File: src/rtl/axi4_burst_read_engine_if.sv
// AXI4 read-address and read-data channel bundle for the DMA read engine.
// The optional rresp field exists only when DMA_RD_ERR_EN is defined.
interface axi4_burst_read_engine_if #(
  parameter int ADDR_W = 32,
  parameter int DATA_W = 32
);
  logic              arvalid;
  logic              arready;
  logic [ADDR_W-1:0] araddr;
  logic [7:0]        arlen;
  logic [2:0]        arsize;
  logic [1:0]        arburst;
  logic              rvalid;
  logic              rready;
  logic [DATA_W-1:0] rdata;
  logic              rlast;
`ifdef DMA_RD_ERR_EN
  logic [1:0]        rresp;
`endif

  modport master (
    output arvalid, araddr, arlen, arsize, arburst, rready,
    input  arready, rvalid, rdata, rlast
`ifdef DMA_RD_ERR_EN
    , input rresp
`endif
  );

  modport slave (
    input  arvalid, araddr, arlen, arsize, arburst, rready,
    output arready, rvalid, rdata, rlast
`ifdef DMA_RD_ERR_EN
    , output rresp
`endif
  );
endinterface

File: src/rtl/axi4_burst_read_engine.sv
// DMA read-side AXI4 master: INCR bursts of up to MAX_BURST beats, split at 4KB pages,
// each beat pushed into the DMA FIFO. Optional read-error handling under DMA_RD_ERR_EN.
module axi4_burst_read_engine #(
  parameter int ADDR_W    = 32,
  parameter int DATA_W    = 32,
  parameter int LEN_W     = 16,
  parameter int MAX_BURST = 16
) (
  input  logic                          clk,
  input  logic                          rst,
  input  logic                          start_read,
  input  logic [LEN_W-1:0]              r_size_data,
  input  logic [ADDR_W-1:0]             raddr_reg,
  output logic                          read_done,
  output logic                          busy,
  input  logic                          fifo_full,
  output logic                          wen,
  output logic [DATA_W-1:0]             data_in,
`ifdef DMA_RD_ERR_EN
  output logic                          read_err,
`endif
  axi4_burst_read_engine_if.master      axi
);
  localparam int BYTES = DATA_W / 8;
  localparam int SHIFT = $clog2(BYTES);
  localparam int CNT_W = LEN_W + 1;
  localparam logic [ADDR_W-1:0] ALIGN_MASK = ~ADDR_W'(BYTES - 1);

  typedef enum logic [1:0] {IDLE, AR, R, DONE} state_t;

  state_t             state_reg, state_next;
  logic [ADDR_W-1:0]  addr_reg;
  logic [CNT_W-1:0]   remaining_reg;
  logic [8:0]         burst_reg;
  logic [8:0]         beat_reg;
  logic               arvalid_reg;
  logic [ADDR_W-1:0]  araddr_reg;
  logic [7:0]         arlen_reg;
  logic               err_reg;

  logic [CNT_W-1:0]   size_beats;
  logic [12:0]        page_beats;
  logic [8:0]         burst_calc;
  logic               rready_c;
  logic               wen_c;
  logic               beat_acc;
  logic               bad_beat;
  logic               last_beat;

  assign size_beats = CNT_W'(({1'b0, r_size_data} + CNT_W'(BYTES - 1)) >> SHIFT);
  assign page_beats = (13'd4096 - {1'b0, addr_reg[11:0]}) >> SHIFT;
  assign last_beat  = (beat_reg == burst_reg - 9'd1);

  // Burst length: smallest of what is left, the burst cap and the beats to the 4KB page end.
  always_comb begin
    burst_calc = 9'(MAX_BURST);
    if (32'(page_beats) < 32'(burst_calc))
      burst_calc = 9'(page_beats);
    if (32'(remaining_reg) < 32'(burst_calc))
      burst_calc = 9'(remaining_reg);
  end

  always_ff @(posedge clk or posedge rst) begin
    if (rst)
      state_reg <= IDLE;
    else
      state_reg <= state_next;
  end

  always_comb begin
    state_next = state_reg;
    rready_c   = 1'b0;
    wen_c      = 1'b0;
    beat_acc   = 1'b0;
    bad_beat   = 1'b0;
    case (state_reg)
      IDLE: if (start_read) state_next = (size_beats == '0) ? DONE : AR;
      AR:   if (arvalid_reg && axi.arready) state_next = R;
      R: begin
`ifdef DMA_RD_ERR_EN
        // After an error the rest of the burst is drained regardless of FIFO space.
        rready_c = !fifo_full || err_reg;
`else
        rready_c = !fifo_full;
`endif
        beat_acc = axi.rvalid && rready_c;
        if (beat_acc) begin
`ifdef DMA_RD_ERR_EN
          bad_beat = axi.rresp[1];
          wen_c    = !bad_beat && !err_reg;
`else
          wen_c    = 1'b1;
`endif
          if (last_beat)
            state_next = (remaining_reg == CNT_W'(burst_reg) || err_reg || bad_beat) ? DONE : AR;
        end
      end
      DONE:    state_next = IDLE;
      default: state_next = IDLE;
    endcase
  end

  always_ff @(posedge clk or posedge rst) begin
    if (rst) begin
      addr_reg      <= '0;
      remaining_reg <= '0;
      burst_reg     <= '0;
      beat_reg      <= '0;
      arvalid_reg   <= 1'b0;
      araddr_reg    <= '0;
      arlen_reg     <= '0;
      err_reg       <= 1'b0;
    end else begin
      case (state_reg)
        IDLE: if (start_read) begin
          addr_reg      <= raddr_reg & ALIGN_MASK;
          remaining_reg <= size_beats;
          err_reg       <= 1'b0;
        end
        AR: begin
          // First AR cycle captures the burst; arvalid rises on the next one and holds.
          if (!arvalid_reg) begin
            arvalid_reg <= 1'b1;
            araddr_reg  <= addr_reg;
            arlen_reg   <= 8'(burst_calc - 9'd1);
            burst_reg   <= burst_calc;
            beat_reg    <= '0;
          end else if (axi.arready) begin
            arvalid_reg <= 1'b0;
          end
        end
        R: if (beat_acc) begin
          beat_reg <= beat_reg + 9'd1;
          if (bad_beat)
            err_reg <= 1'b1;
          if (last_beat) begin
            addr_reg      <= addr_reg + (ADDR_W'(burst_reg) << SHIFT);
            remaining_reg <= remaining_reg - CNT_W'(burst_reg);
          end
        end
        default: ;
      endcase
    end
  end

  assign axi.arvalid = arvalid_reg;
  assign axi.araddr  = araddr_reg;
  assign axi.arlen   = arlen_reg;
  assign axi.arsize  = 3'(SHIFT);
  assign axi.arburst = 2'b01;
  assign axi.rready  = rready_c;
  assign wen         = wen_c;
  assign data_in     = (state_reg == R) ? axi.rdata : '0;
  assign read_done   = (state_reg == DONE);
  assign busy        = (state_reg == AR) || (state_reg == R);
`ifdef DMA_RD_ERR_EN
  assign read_err    = err_reg;
  logic unused_sig;
  assign unused_sig  = axi.rlast ^ axi.rresp[0];
`else
  logic unused_sig;
  assign unused_sig  = axi.rlast ^ err_reg;
`endif
endmodule

File: src/flat_wrapper.sv
// flat-port wrapper written by rule: the top's interface ports become plain ports
module axi4_burst_read_engine_flat 
#(
  parameter int ADDR_W    = 32,
  parameter int DATA_W    = 32,
  parameter int LEN_W     = 16,
  parameter int MAX_BURST = 16
)
  (clk, rst, start_read, r_size_data, raddr_reg, read_done, busy, fifo_full, wen, data_in, axi_arvalid, axi_araddr, axi_arlen, axi_arsize, axi_arburst, axi_rready, axi_arready, axi_rvalid, axi_rdata, axi_rlast);
  axi4_burst_read_engine_if #(.ADDR_W(ADDR_W), .DATA_W(DATA_W)) axi_i ();
  input  logic clk;
  input  logic rst;
  input  logic start_read;
  input  logic [LEN_W-1:0] r_size_data;
  input  logic [ADDR_W-1:0] raddr_reg;
  output logic read_done;
  output logic busy;
  input  logic fifo_full;
  output logic wen;
  output logic [DATA_W-1:0] data_in;
  output wire logic [$bits(axi_i.arvalid)-1:0] axi_arvalid;
  output wire logic [$bits(axi_i.araddr)-1:0] axi_araddr;
  output wire logic [$bits(axi_i.arlen)-1:0] axi_arlen;
  output wire logic [$bits(axi_i.arsize)-1:0] axi_arsize;
  output wire logic [$bits(axi_i.arburst)-1:0] axi_arburst;
  output wire logic [$bits(axi_i.rready)-1:0] axi_rready;
  input wire logic [$bits(axi_i.arready)-1:0] axi_arready;
  input wire logic [$bits(axi_i.rvalid)-1:0] axi_rvalid;
  input wire logic [$bits(axi_i.rdata)-1:0] axi_rdata;
  input wire logic [$bits(axi_i.rlast)-1:0] axi_rlast;
  assign axi_arvalid = axi_i.arvalid;
  assign axi_araddr = axi_i.araddr;
  assign axi_arlen = axi_i.arlen;
  assign axi_arsize = axi_i.arsize;
  assign axi_arburst = axi_i.arburst;
  assign axi_rready = axi_i.rready;
  assign axi_i.arready = axi_arready;
  assign axi_i.rvalid = axi_rvalid;
  assign axi_i.rdata = axi_rdata;
  assign axi_i.rlast = axi_rlast;
  axi4_burst_read_engine #(.ADDR_W(ADDR_W), .DATA_W(DATA_W), .LEN_W(LEN_W), .MAX_BURST(MAX_BURST)) u_core (.clk(clk), .rst(rst), .start_read(start_read), .r_size_data(r_size_data), .raddr_reg(raddr_reg), .read_done(read_done), .busy(busy), .fifo_full(fifo_full), .wen(wen), .data_in(data_in), .axi(axi_i));
endmodule
File: config.mk
export PLATFORM = sky130hd
export DESIGN_NAME = axi4_burst_read_engine_flat
export DESIGN_NICKNAME = d
export VERILOG_FILES = /design/src/rtl/axi4_burst_read_engine_if.sv /design/src/rtl/axi4_burst_read_engine.sv /design/src/flat_wrapper.sv
export SDC_FILE = /design/constraint.sdc
export NUM_CORES = 1
export LEC_CHECK = 0
export BUFFER_PORTS_ARGS = -buffer_cell sky130_fd_sc_hd__buf_2
export CORE_MARGIN = 2
export CORE_UTILIZATION = 55
export CTS_CLUSTER_DIAMETER = 80
export DETAILED_ROUTE_END_ITERATION = 16
export PLACE_DENSITY = 0.8
export SYNTH_ARGS = -nofsm -noshare
export SYNTH_HDL_FRONTEND = slang
export SYNTH_SLANG_ARGS = --single-unit
export TNS_END_PERCENT = 10
File: constraint.sdc
create_clock -name clk -period 4.9 [get_ports clk]
set_clock_uncertainty 0.1 [all_clocks]
set_input_delay 0.49 -clock clk [delete_from_list [all_inputs] [get_ports clk]]
set_output_delay 0.49 -clock clk [all_outputs]
set_load 0.03 [all_outputs]
# After elaboration in Yosys (flattened, before gate mapping)

Index checks and enable logic that the tools add are counted.
W data, S select, Z words.

Add/sub/neg operators: 7
Div/mod/pow operators: 0
Mux-type cells: 27
Bitwise gates (word level): 1
Multipliers: 0
Shift-type cells: 0
Reductions and logical operators: 12
$lt $le $gt $ge: 2
Equal/unequal tests: 11

Operators by type and width:

| cell                     | number |
|---|---|
| $mux W32                 | 4 |
| $pmux W32 S2             | 1 |
| $mux W17                 | 3 |
| $mux W9                  | 4 |
| $pmux W17 S2             | 1 |
| $add A32 B11 Y32         | 1 |
| $pmux W9 S2              | 1 |
| $add A16 B2 Y17 const B  | 1 |
| $eq A17 B9 Y1            | 1 |
| $logic_not A17 Y1        | 1 |
| $lt A17 B9 Y1            | 1 |
| $sub A17 B9 Y17          | 1 |
| $sub A13 B12 Y13 const A | 1 |
| $mux W2                  | 6 |
| $lt A11 B5 Y1 const B    | 1 |
| $add A9 B1 Y9 const B    | 1 |
| $eq A9 B9 Y1             | 1 |
| $sub A9 B1 Y9 const B    | 1 |
| $ne A2 B1 Y1 const B     | 4 |
| $pmux W2 S4              | 1 |
| $reduce_and A4 Y1        | 2 |
| $sub A8 B1 Y8 const B    | 1 |
| $mux W1                  | 6 |
| $eq A2 B2 Y1 const B     | 2 |
| 10 further kinds         | 13 |

Output and inout bits: 82
Word-level logic and storage cells: 68
Bits of input ports: 87
Memories kept: 0
Bits in read-only memories: 0
Bits in writable memories: 0
Register bits: 110
Latch bits: 0

# Longest topological paths before layout

Gate-level depths: netlist of run 1.

Word-level depth: 6
Depth in mapped cells: 20

# Worst setup path after synthesis of run 1

No wires, ideal clock.

Path kind: reg2reg
Start: reg u_core.addr_reg[2]
End: reg u_core.arlen_reg[6], in the netlist u_core.axi.arlen[6]
Setup time: 82 ps
Arrival time: 3,927 ps
Data required time: 4,718 ps
Stages on the path, launching flop included: 19
Path slack: 791 ps
Cells stage by stage: dfrtp_1 -> inv_1 -> ha_1 -> xor2_1 -> nor4_1 -> inv_1 -> ha_1 -> a21o_1 -> nand3_1 -> a21oi_1 -> nor3_2 -> nor2_1 -> a21oi_1 -> ha_1 -> inv_1 -> or4b_2 -> xnor2_1 -> nand2_1 -> a31oi_1

Longest elaborated chain between the ends: 6

RTL lines:

| what                     | line                          | text |
|---|---|---|
| start: declaration       | axi4_burst_read_engine.sv:32  | `logic [ADDR_W-1:0] addr_reg;` |
| start signal: assignment | axi4_burst_read_engine.sv:116 | `addr_reg <= raddr_reg & ALIGN_MASK;` |
| start signal: assignment | axi4_burst_read_engine.sv:137 | `addr_reg <= addr_reg + (ADDR_W'(burst_reg) << SHIFT);` |
| $sub A13 B12 Y13 (*)     | axi4_burst_read_engine.sv:51  | `assign page_beats = (13'd4096 - {1'b0, addr_reg[11:0]}) >> SHIFT;` |
| $lt A11 B5 Y1            | axi4_burst_read_engine.sv:57  | `if (32'(page_beats) < 32'(burst_calc))` |
| $mux W9 (*)              | axi4_burst_read_engine.sv:57  |  |
| $lt A17 B9 Y1            | axi4_burst_read_engine.sv:59  | `if (32'(remaining_reg) < 32'(burst_calc))` |
| $mux W9 (*)              | axi4_burst_read_engine.sv:59  |  |
| $sub A8 B1 Y8 (*)        | axi4_burst_read_engine.sv:125 | `arlen_reg <= 8'(burst_calc - 9'd1);` |
| end signal: assignment   | axi4_burst_read_engine.sv:125 |  |
| end: declaration         | axi4_burst_read_engine.sv:38  | `logic [7:0] arlen_reg;` |

Mark *: on every way between the ends. The rest lies on a longest branch, timed or not.
A chain may end at the register's enable or synchronous reset.

# Worst setup path after layout of run 1

Ends and elaborated chain as after synthesis.

==> results of run 1 <==
## where the power goes
part	switching, mW	total, mW	internal (mW)
combinational	1.82	2.87	1.05
sequential	0.404	1.65	1.24
clock	0.342	0.702	0.360
## cells by family (layout without fill, tap and decap cells)
family / count (synthesis) / count (layout) / synth area share
other: 2 / 11 / 0.00105
adder cells (fa/ha/maj): 36 / 36 / 0.0648
flip-flops: 106 / 106 / 0.369
XOR/XNOR: 46 / 46 / 0.0561
buffers and inverters: 80 / 214 / 0.0486
multiplexers: 14 / 14 / 0.0199
AO/OA/AOI/OAI: 213 / 213 / 0.190
AND/OR/NAND/NOR: 373 / 373 / 0.250
## area by class of cell
class,count,share of cell area
multi-input cells,693,0.507
clock inverters,5,0.00479
flip-flops and latches,106,0.317
repair buffers,165,0.101
well taps,172,0.0258
clock buffers,10,0.0286
inverters,34,0.0156
## critical path: stages (launching register included)
cell      delay, ns
dfrtp_1        0.48
inv_1          0.16
ha_1           0.20
nor3b_2        0.20
mux2i_1        0.25
nand2_1        0.16
inv_1          0.16
nand2_1        0.10
ha_1           0.32
nand4_1        0.09
a311oi_1       0.32
nor3_2         0.16
buf_4          0.21
a21oi_1        0.20
ha_1           0.20
inv_1          0.09
or4b_2         0.62
xnor2_1        0.16
nand2_1        0.07
a31oi_1        0.16
## how the worst max path moves through the flow
stage          cells past startpoint                               to  slack, ns                      startpoint
3_3_place_gp                      19  u_core.axi.arlen[6]$_DFFE_PP0P_       0.61  u_core.addr_reg[2]$_DFFE_PP0P_
5_1_grt                           19  u_core.axi.arlen[6]$_DFFE_PP0P_       0.06  u_core.addr_reg[2]$_DFFE_PP0P_
2_1_floorplan                     18  u_core.axi.arlen[6]$_DFFE_PP0P_       0.79  u_core.addr_reg[2]$_DFFE_PP0P_
4_1_cts                           19  u_core.axi.arlen[6]$_DFFE_PP0P_       0.39  u_core.addr_reg[2]$_DFFE_PP0P_
3_5_place_dp                      19  u_core.axi.arlen[6]$_DFFE_PP0P_       0.42  u_core.addr_reg[2]$_DFFE_PP0P_
6_report                          19  u_core.axi.arlen[6]$_DFFE_PP0P_       0.42  u_core.addr_reg[2]$_DFFE_PP0P_
## cell usage after synthesis, types with 3 or more instances
cell	count	area share
a211oi_1	12	0.013
xor2_1	22	0.027
nand3_1	25	0.017
a21oi_1	62	0.043
buf_2	3	0.0021
buf_4	8	0.0084
a311oi_1	4	0.0049
o211ai_1	5	0.0052
xnor2_1	24	0.029
nor3_1	15	0.010
o311ai_0	4	0.0049
dfrtp_1	106	0.37
a31oi_1	10	0.0087
nor2b_1	5	0.0044
nand2_1	156	0.082
clkbuf_1	32	0.017
mux2i_1	12	0.017
nand2b_1	8	0.0070
nor2_1	59	0.031
a41oi_1	3	0.0037
ha_1	34	0.059
or4_1	4	0.0042
o22a_1	13	0.016
nor4_1	10	0.0087
and3_1	17	0.015
nor3b_1	4	0.0042
o21ai_0	56	0.039
nand4_1	12	0.010
o31a_1	3	0.0037
a21o_1	11	0.012
o21a_1	4	0.0042
and2_1	39	0.034
or3_1	6	0.0052
nand3b_1	3	0.0031
or2_2	3	0.0026
o22ai_1	3	0.0026
inv_1	33	0.017
## through the flow
stage               setup WS [ns]  area [um2]  utilization  hold WS (ns)
detailed placement          0.422        8070        0.637         0.358
CTS                         0.393        8350        0.659         0.253
global placement            0.611        8070        0.637         0.354
floorplan                   0.791        7210            -         0.353
finish                      0.415        8360        0.659         0.216
global route               0.0615        8360        0.659         0.311
## per-layer routing
metal  track usage  up-vias  routed length (um)
met5             0        -                   0
met3        0.0299       22                1190
met1         0.395     3240                8590
met2         0.421      252                8520
li1              -     3333                   -
met4        0.0858        0                 329
## what timing repair did
action / in CTS / in global routing
endpoints found under the setup margin: 0 / 1
buffers inserted: 0 / 0
hold endpoints to repair: 0 / 0
resized for setup: 0 / 1
==> flow_summary_export.csv, run 1 <==
group,metric,value,unit
logic_synthesis,seq_area_frac_synth,0.369,
timing,finalSetupTns,0,ns
final_layout,syn2layout_area_growth,16.4,%
detailed_routing,first_pass_iters,5,
final_layout,layout.nets,1132,
critical_path,cp-end-kind,"flop",
logic_synthesis,yosys_warnings,0,
min_path,hold_class,"input port to async pin",
critical_path,r2r_setup_slack,0.42,ns
global_route,grt_use_total,0.270,
timing,finalSetupViolations,0,
placed_design,port_buffers,158,
clock_tree,cts_tree,"done",
clock_tree,worstSkewPairLatency,0.36,ns
global_route,grt_pass1_wl,31000,um
clock_tree,postCtsHoldBufs,0,
clock_tree,cts_sinks,106,
timing,hold_viol_final,0,
final_layout,seq_area,0.00265,mm2
timing,tightest_slew,1.17,ns
timing,slew_viol_final,0,
die,start_util,0.567,
final_layout,diodes,0,
flow_run,drv_cap,0,
die,core,0.0127,mm2
final_layout,layout.cells.non_filler,1185,
timing,max_slew_margin,0.218,
critical_path,reg2regPathDepth,19,
critical_path,cp-start-kind,"flop",
timing,fin_crit,4.48,ns
critical_path,worstSetupPathType,"flop to flop",
final_layout,drive_gt1_frac,0.197,
detailed_routing,totalWireLength,18600,um
critical_path,critPathRequiredTime,5.08,ns
logic_synthesis,synthArstFlopShare,1.00,
global_route,gr-total-overflow,0,
logic_synthesis,ys_ff_latch,106,
placed_design,gp_congestion,0.901,
logic_synthesis,synth_cell_type_count,65,
global_route,grt_pass1_vias,6261,
critical_path,worstPathMaxFanout,11,
clock_tree,clkTransAtPathRegs,0.07,ns
final_layout,final_common_cell,"buf_2",
timing,rsz0062_at_grt,"false",
logic_synthesis,syn_area_per_cell,8.25,um2
die,rows,41,
detailed_routing,wl_per_cell,15.7,um
power_and_ir_drop,power_density,625,mW/mm2
clock_tree,htreeDepth,3,
detailed_routing,ant_nets,0,
die,die_h,118,um
logic_synthesis,synth_cells,870,
final_layout,layout_common_cells,"buf_2 (158), nand2_1 (156), dfrtp_1 (106)",
clock_tree,cts-buffers-inserted,9,
detailed_routing,drt_iter0_markers,550,
timing,timing.fmax,0.223,GHz
die,die_w,118,um
critical_path,r2r-end,"u_core.axi.arlen[6]$_DFFE_PP0P_",
detailed_routing,drc,0,
global_route,antenna_found_initial,0,
logic_synthesis,synth_ff_type,"dfrtp_1",
critical_path,r2r_start,"u_core.addr_reg[2]$_DFFE_PP0P_",
detailed_routing,via_count,6847,
logic_synthesis,synth_edf_count,0,
die,dieArea,0.0140,mm2
final_layout,nFillCells,1105,
final_layout,multi_input_area,0.00424,mm2
clock_tree,cts-root-buf,"clkbuf_16",
global_route,grt_max_degree,73,
power_and_ir_drop,peakVddDrop,0.372,mV
detailed_routing,via_per_inst,5.78,
power_and_ir_drop,p_leak,3.99,nW
power_and_ir_drop,power,5.22,mW
logic_synthesis,syn_area,0.00718,mm2
placed_design,dp.cells,1170,
die,boundaryPins,169,
timing,finalCritPeriodShare,0.915,
clock_tree,clockBufferDepth,2,
placed_design,hpwl,13500,um
critical_path,cp.arrival,4.66,ns
run_status,status,"complete, no violations",
Note: power is estimated with default switching activity, not from simulation.
==> run 2, diff against run 1 <==
--- a/config.mk
+++ b/config.mk
@@ -10,7 +10,8 @@
 export CORE_UTILIZATION = 55
 export CTS_CLUSTER_DIAMETER = 80
 export DETAILED_ROUTE_END_ITERATION = 16
-export PLACE_DENSITY = 0.8
+export PLACE_DENSITY = 0.81
+export REMOVE_ABC_BUFFERS = 1
 export SYNTH_ARGS = -nofsm -noshare
 export SYNTH_HDL_FRONTEND = slang
 export SYNTH_SLANG_ARGS = --single-unit
==> run 2 against run 1 <==
  * Flip-flop and latch count is the same
  * Non-clock buffer count unchanged
  * Global-route usage down 0.86 points
  * Critical path depth shrank 1
  * Wire length fell by 2.9%
  * Clock-buffer cell count up 1
  * Via count shrank 1.4%
  * Setup slack lost 0.13 ns
  * Core utilization increased by 0.40 points
  * Final cell count hardly changed
  * Die area is the same
==> flow_summary_export.csv, run 2 (synthesized netlist as in run 1, its figures left out) <==
group,metric,value,unit
run_status,status,"complete, no violations",
clock_tree,cts-buffers-inserted,9,
detailed_routing,drc,0,
clock_tree,post_cts_buffers,0,
die,die_w,118,um
critical_path,cp-end-kind,"flop",
final_layout,layout_common_cells,"buf_2 (158), nand2_1 (156), dfrtp_1 (106)",
final_layout,final_util,0.663,
power_and_ir_drop,power_density,629,mW/mm2
clock_tree,cts_sinks,106,
global_route,grt_pass1_wl,30200,um
global_route,antenna_found_initial,0,
final_layout,syn2layout_area_growth,17.1,%
die,boundaryPins,169,
timing,tightest_slew,1.13,ns
power_and_ir_drop,p_int,2.75,mW
timing,finalCritPeriodShare,0.942,
final_layout,nFillCells,1079,
die,rows,41,
clock_tree,worstSkewPairLatency,0.36,ns
clock_tree,clockBufferDepth,2,
placed_design,port_buffers,158,
timing,hold_viol_final,0,
power_and_ir_drop,p_leak,4.02,nW
timing,fin_crit,4.61,ns
critical_path,r2r_setup_slack,0.29,ns
detailed_routing,first_pass_iters,5,
global_route,grt_pass1_vias,6213,
critical_path,reg2regPathDepth,18,
placed_design,gp_congestion,0.924,
critical_path,r2r-end,"u_core.axi.arlen[6]$_DFFE_PP0P_",
power_and_ir_drop,seqPwrFrac,0.310,
power_and_ir_drop,switching_power,2.54,mW
timing,timing.fmax,0.217,GHz
min_path,hold_class,"input port to async pin",
timing,max_slew_margin,0.248,
die,core,0.0127,mm2
global_route,grt_max_degree,100,
detailed_routing,via_per_inst,5.69,
critical_path,worstSetupPathType,"flop to flop",
final_layout,diodes,0,
detailed_routing,totalWireLength,18100,um
detailed_routing,drt_iter0_markers,629,
power_and_ir_drop,combPwrFrac,0.539,
global_route,grt_use_total,0.262,
power_and_ir_drop,clockPowerShare,0.151,
timing,finalSetupViolations,0,
flow_run,drv_cap,0,
die,die_h,118,um
critical_path,cp-start-kind,"flop",
timing,finalSetupTns,0,ns
final_layout,drive_gt1_frac,0.196,
detailed_routing,ant_nets,0,
timing,slew_viol_final,0,
critical_path,critPathRequiredTime,5.06,ns
critical_path,r2r_start,"u_core.addr_reg[2]$_DFFE_PP0P_",
critical_path,cp.arrival,4.78,ns
final_layout,multi_input_area,0.00424,mm2
global_route,gr-total-overflow,0,
die,start_util,0.567,
final_layout,final_common_cell,"buf_2",
clock_tree,cts-root-buf,"clkbuf_16",
power_and_ir_drop,sw_frac_of_total,0.479,
placed_design,hpwl,12800,um
clock_tree,clkTransAtPathRegs,0.07,ns
detailed_routing,wl_per_cell,15.3,um
placed_design,dp.cells,1170,
critical_path,startpoint,"u_core.addr_reg[2]$_DFFE_PP0P_",
final_layout,layout.nets,1132,
timing,worst_hold_slack,0.198,ns
final_layout,seq_area,0.00265,mm2
critical_path,worstPathMaxFanout,9,
clock_tree,htreeDepth,3,
power_and_ir_drop,peakVddDrop,0.427,mV
die,dieArea,0.0140,mm2
clock_tree,cts_tree,"done",
final_layout,layout.cells.non_filler,1186,
detailed_routing,via_count,6754,
## run 2: timing repair
| action | 4_1_cts | 5_1_grt |
|---|---|---|
| hold buffers | 0 | 0 |
| setup endpoints to repair | 0 | 1 |
| resized for setup | 0 | 1 |
## run 2: area by class of cell
class                           count  area share
Timing Repair Buffer              165       0.100
Clock buffer                       11      0.0289
Clock inverter                      5      0.0101
Tap cell                          172      0.0256
Multi-Input combinational cell    693       0.504
Inverter                           34      0.0155
Sequential cell                   106       0.316
## run 2: routing by layer
metal  track usage  up-vias  wire length, um
li1              -     3321                -
met2         0.421      253             8530
met4        0.0761        0              249
met3        0.0376       22             1140
met1         0.368     3158             8190
met5             0        -                0
## run 2: critical path: stages, from the launching register on
cell,delay [ns]
dfrtp_1,0.47
inv_1,0.14
ha_1,0.19
nor3b_1,0.24
mux2i_1,0.32
nand2_1,0.18
inv_1,0.18
nand2_1,0.12
ha_1,0.33
nand4_1,0.10
a311oi_1,0.48
nor3_4,0.13
mux2_2,0.28
ha_1,0.18
inv_1,0.09
or4b_2,0.63
xnor2_1,0.15
nand2_1,0.07
a31oi_1,0.17
## run 2: worst max path at each step
| stage | endpoint | slack, ns | cells after the start |
|---|---|---|---|
| after global placement | u_core.axi.arlen[6]$_DFFE_PP0P_ | 0.58 | 19 |
| after detailed placement | u_core.axi.arlen[6]$_DFFE_PP0P_ | 0.49 | 19 |
| after global routing | u_core.axi.arlen[6]$_DFFE_PP0P_ | -0.01 | 18 |
| after CTS | u_core.axi.arlen[6]$_DFFE_PP0P_ | 0.43 | 19 |
| after floorplan | u_core.addr_reg[12]$_DFFE_PP0P_ | -0.13 | 7 |
| final | u_core.axi.arlen[6]$_DFFE_PP0P_ | 0.29 | 18 |
## run 2: power by group through the flow
stage / Clock, mW / Sequential [mW] / Combinational (mW)
detailed placement: 0 / 1.65 / 2.81
global route: 0.843 / 1.70 / 3.18
floorplan: 0 / 1.85 / 1.86
CTS: 0.804 / 1.63 / 2.84
global placement: 0 / 1.63 / 2.77
finish: 0.801 / 1.64 / 2.85
## run 2: through the flow
stage / area [um2] / power, mW / setup slack, ns
CTS: 8400 / 5.28 / 0.426
global placement: 8070 / 4.40 / 0.584
detailed placement: 8070 / 4.46 / 0.493
finish: 8410 / 5.29 / 0.286
global route: 8410 / 5.72 / -0.0108
floorplan: 6990 / 3.70 / -0.132
